**src/rtl/fetch_unit.sv**
```systemverilog
// fetch_unit: IF stage with single-outstanding imem requests, one-entry skid buffer and IF/ID register
module fetch_unit #(
  parameter int PC_WIDTH = 32,
  parameter int INSTR_WIDTH = 32,
  parameter logic [PC_WIDTH-1:0] RESET_PC = '0
) (
  input  logic                   clk,
  input  logic                   reset,
  input  logic                   stallF,
  input  logic                   stallD,
  input  logic                   redirect,
  input  logic [PC_WIDTH-1:0]    redirectPc,
  output logic                   imemReq,
  output logic [PC_WIDTH-1:0]    imemAddr,
  input  logic                   imemGnt,
  input  logic                   imemRvalid,
  input  logic [INSTR_WIDTH-1:0] imemRdata,
  output logic [INSTR_WIDTH-1:0] instrD,
  output logic [PC_WIDTH-1:0]    pcD,
  output logic [PC_WIDTH-1:0]    pcPlus4D,
  output logic                   validD
);
  typedef enum logic [1:0] {S_REQ, S_WAIT, S_FULL, S_DROP} state_t;
  state_t state_q, state_d;
  logic [PC_WIDTH-1:0] pc_q, pc_d, req_pc_q, req_pc_d, skid_pc_q, skid_pc_d;
  logic [PC_WIDTH-1:0] pcd_q, pcd_d, pcp4_q, pcp4_d, ld_pc;
  logic [INSTR_WIDTH-1:0] skid_instr_q, skid_instr_d, instr_q, instr_d, ld_instr;
  logic valid_q, valid_d, fire, free, load_mem, load_skid, store, load;
  always_comb begin
    imemReq = (state_q == S_REQ) & ~stallF & ~redirect & ~reset;
    fire = imemReq & imemGnt;
    free = ~valid_q | ~stallD;
    load_mem = (state_q == S_WAIT) & imemRvalid & free & ~redirect;
    load_skid = (state_q == S_FULL) & ~stallD & ~redirect;
    store = (state_q == S_WAIT) & imemRvalid & ~free & ~redirect;
    load = load_mem | load_skid;
    ld_instr = load_skid ? skid_instr_q : imemRdata;
    ld_pc = load_skid ? skid_pc_q : req_pc_q;
    instr_d = load ? ld_instr : instr_q;
    pcd_d = load ? ld_pc : pcd_q;
    pcp4_d = load ? ld_pc + PC_WIDTH'(4) : pcp4_q;
    valid_d = ~redirect & (load | (valid_q & stallD));
    pc_d = redirect ? (redirectPc & ~PC_WIDTH'(3)) : fire ? pc_q + PC_WIDTH'(4) : pc_q;
    req_pc_d = fire ? pc_q : req_pc_q;
    skid_instr_d = store ? imemRdata : skid_instr_q;
    skid_pc_d = store ? req_pc_q : skid_pc_q;
    state_d = state_q;
    case (state_q)
      S_REQ:  state_d = fire ? S_WAIT : S_REQ;
      S_WAIT: state_d = imemRvalid ? ((redirect | free) ? S_REQ : S_FULL) : (redirect ? S_DROP : S_WAIT);
      S_FULL: state_d = (redirect | ~stallD) ? S_REQ : S_FULL;
      S_DROP: state_d = imemRvalid ? S_REQ : S_DROP;
      default: state_d = S_REQ;
    endcase
  end
  always_ff @(posedge clk or posedge reset) begin
    if (reset) begin
      state_q <= S_REQ;
      pc_q <= RESET_PC;
      req_pc_q <= '0;
      skid_pc_q <= '0;
      skid_instr_q <= '0;
      instr_q <= '0;
      pcd_q <= '0;
      pcp4_q <= '0;
      valid_q <= 1'b0;
    end else begin
      state_q <= state_d;
      pc_q <= pc_d;
      req_pc_q <= req_pc_d;
      skid_pc_q <= skid_pc_d;
      skid_instr_q <= skid_instr_d;
      instr_q <= instr_d;
      pcd_q <= pcd_d;
      pcp4_q <= pcp4_d;
      valid_q <= valid_d;
    end
  end
  assign imemAddr = pc_q;
  assign instrD = instr_q;
  assign pcD = pcd_q;
  assign pcPlus4D = pcp4_q;
  assign validD = valid_q;
endmodule

```
**config.mk**
```make
export PLATFORM = sky130hd
export DESIGN_NAME = fetch_unit
export DESIGN_NICKNAME = d
export VERILOG_FILES = /design/src/rtl/fetch_unit.sv
export SDC_FILE = /design/constraint.sdc
export NUM_CORES = 1
export LEC_CHECK = 0
export ABC_AREA = 1
export CAP_MARGIN = 20
export CORE_MARGIN = 3
export CORE_UTILIZATION = 57
export DETAILED_ROUTE_END_ITERATION = 16
export PLACE_DENSITY = 0.84
export SLEW_MARGIN = 20
export SYNTH_ARGS = -nofsm -noshare
export SYNTH_HDL_FRONTEND = slang
export SYNTH_SLANG_ARGS = --single-unit
```
**constraint.sdc**
```tcl
create_clock -name clk -period 18.98 [get_ports clk]
set_input_delay 1.898 -clock clk [delete_from_list [all_inputs] [get_ports clk]]
set_output_delay 1.898 -clock clk [all_outputs]
set_load 0.05 [all_outputs]
```
==> qor.yml <==
detailed_routing:
  vias: 9317
  first_pass_iters: 5
  drt-wirelength-per-cell_um: 16.24
  ant_nets: 0
  vias_per_cell: 5.582
  wl_um: 27110
  route.detailed.drc: 0
  drt_iter0_drc: 921
worst_setup_path:
  endpoint_kind: "primary output"
  worst-setup-path-type: "in -> out"
  arrival_ns: 3.89
  cp.required_ns: 17.08
  timing.rr.start: "state_q[0]"
  crit_path_frequent_cell: "clkdlybuf4s50_1"
  slowest_delay_ns: 0.86
  r2r-end: "pcPlus4D[24]"
  start_kind: "input pin"
  path_max_fanout: 35
  crit_chain: "clkdlybuf4s50_1 -> buf_4 -> inv_1 -> nand2_1 -> nor4_4 -> clkdlybuf4s50_1"
  slowest_stage: "clkdlybuf4s50_1"
  r2r_cells: 14
  reg2reg_slack_ns: 15.75
floorplan:
  initial_core_util_pct: 58.78
  fp-row-count: 49
  die_y_um: 143.0
  die_area_um2: 20460
  fp.coreArea_um2: 18210
  io-pin-count: 201
  fp.dieW_um: 143.0
synthesis:
  synth_top_area_share_pct: 50.74
  ys_seq_elements: 217
  synth_edf_count: 0
  ys_warn_count: 0
  yosys.area.top_type: "dfrtp_1"
  avgSynthCellArea_um2: 8.467
  async_flop_share_pct: 100.0
  synth.distinct_cells: 42
  syn_area_um2: 10700
  ys_seq_area_share_pct: 50.74
  syn_inst: 1264
  synthTopCellsByArea: "dfrtp_1 (51%), nand2_1 (12%), nand3_1 (5.1%)"
  synth_most_common_cell: "nand2_1"
  synth_ff_type: "dfrtp_1"
  synthTopCellsByCount: "nand2_1 (342), dfrtp_1 (217), nand3_1 (109), inv_1 (105), o21ai_0 (102)"
grt:
  antenna_found_initial: 0
  grt_util_met1_pct: 38.30
  grt-busiest-layer: "met2"
  grt_start_max_net_pins: 140
  grt_pass1_wl_um: 44400
  grt_pass1_vias: 8952
  overflow: 0
  use_met2_pct: 41.12
  grt_use_total_pct: 26.37
  grtUsageMet3_pct: 4.555
clock_tree:
  cts_tree: "built"
  postCtsSetupBuffers: 0
  cts.sinks: 217
  ctsHoldBuffers: 0
  cts-resized-gates: 0
  clk_latency_ns: 0.51
  cts-buffers-inserted: 23
  h-tree-depth: 1
  clk_pin_slew_ns: 0.06
  root_buffer: "clkbuf_16"
  cts_max_path_buffers: 3
pwr:
  leakagePower_nw: 6.217
  p_per_area_nw_per_um2: 128.7
  peakVddDrop_uv: 68.76
worst_hold_path:
  min_path_cells: 2
  hold_class: "reg -> reg"
  hold_start: "pcD[12]"
  worstHoldEndpoint: "pcD[12]"
run:
  maxCapViolCount: 0
place:
  port_buffers: 192
  place.gp.congestion: 0.9038
  dp_hpwl_um: 17950
layout:
  flow.area_growth_from_synthesis_pct: 24.48
  antenna_cells: 0
  final_util_pct: 73.17
  nNetsFinal: 1500
  drive_gt1_share_pct: 10.83
timing:
  clock-skew-final_ns: 0.01686
  clock.fmax_mhz: 172.7
  fin_crit_ns: 5.790
  worst_slew_pin_slew_ns: 1.030
  setup-violations-final: 0
  drv_slew: 0
  min_period_over_period_pct: 30.51
  rsz0062_at_grt: "no"
  tns_ns: 0
  hold_violations: 0
  slew_headroom_pct: 31.33
status:
  outcome: "finished clean"
## per-layer routing
metal | wire length (µm) | vias up
met5 | 0 | -
met4 | 670 | 0
met3 | 1862 | 55
met2 | 12550 | 382
met1 | 12020 | 4423
li1 | - | 4457
## sequential cells by signal (all words and copies together) (netlist names)
register / flops
instrD: 32
skid_instr_q: 32
imemAddr: 30
pcD: 30
pcPlus4D: 30
req_pc_q: 30
skid_pc_q: 30
state_q: 2
validD: 1
## layout by cell type, fill, tap and decap left out, types with 18 or more instances in the layout
master / synthesis / final
clkdlybuf4s50_1: 0 / 192
o21ai_0: 102 / 102
nand2_1: 342 / 340
inv_1: 105 / 104
nor2_1: 86 / 86
dfrtp_1: 217 / 217
clkbuf_16: 0 / 23
a31oi_1: 22 / 22
nor3_1: 20 / 20
mux2_2: 42 / 42
nor2_2: 18 / 18
nand2_2: 29 / 31
nand3_1: 109 / 109
## worst max-delay path, delay by kind of cell
family	cells	cell delay, ns
buffers and inverters	4	1.66
and+or+nand+nor	2	0.33
## worst max path at each step
stage / startpoint / depth (start not counted) / endpoint / slack [ns]
floorplan: reset / 1 / imemAddr[10] / 11.15
global placement: redirect / 6 / imemReq / 13.20
detailed placement: redirect / 6 / imemReq / 13.18
CTS: redirect / 6 / imemReq / 13.17
global route: redirect / 6 / imemReq / 13.09
finish: redirect / 6 / imemReq / 13.19
## stage by stage
stage | cell area, µm² | total power [mW] | worst slack, ns | hold WS, ns | instances
detailed placement | 12640 | 1.299 | 13.18 | 0.4618 | 1631
finish | 13320 | 1.714 | 13.19 | 0.4685 | 1669
global route | 13320 | 1.791 | 13.09 | 0.4942 | 1669
global placement | 12640 | 1.285 | 13.20 | 0.4572 | 1631
CTS | 13320 | 1.721 | 13.17 | 0.4764 | 1669
floorplan | 10720 | 1.064 | 11.15 | 0.4479 | 1269
## layout make-up
cell class	count	area, µm²
clock buffers	30	611.8
clock inverters	8	73.82
fillers	1352	4886
inverters	110	420.4
multi-input cells	875	4518
flip-flops and latches	217	5430
well taps	229	286.5
repair buffers	200	1982
## report_power, final
part | internal, mW | switching, mW
clock network | 0.240 | 0.179
logic | 0.211 | 0.455
registers | 0.561 | 0.0675
## kinds of logic after synthesis
group	share of synthesized area [%]
fa+ha+maj	0.2338
xor+xnor	1.228
mux	4.419
compound gates	9.200
other cells	0.03504
buf+inv	7.271
flops	50.74
simple gates	26.88
No activity file was read; power rests on OpenSTA's default activity.
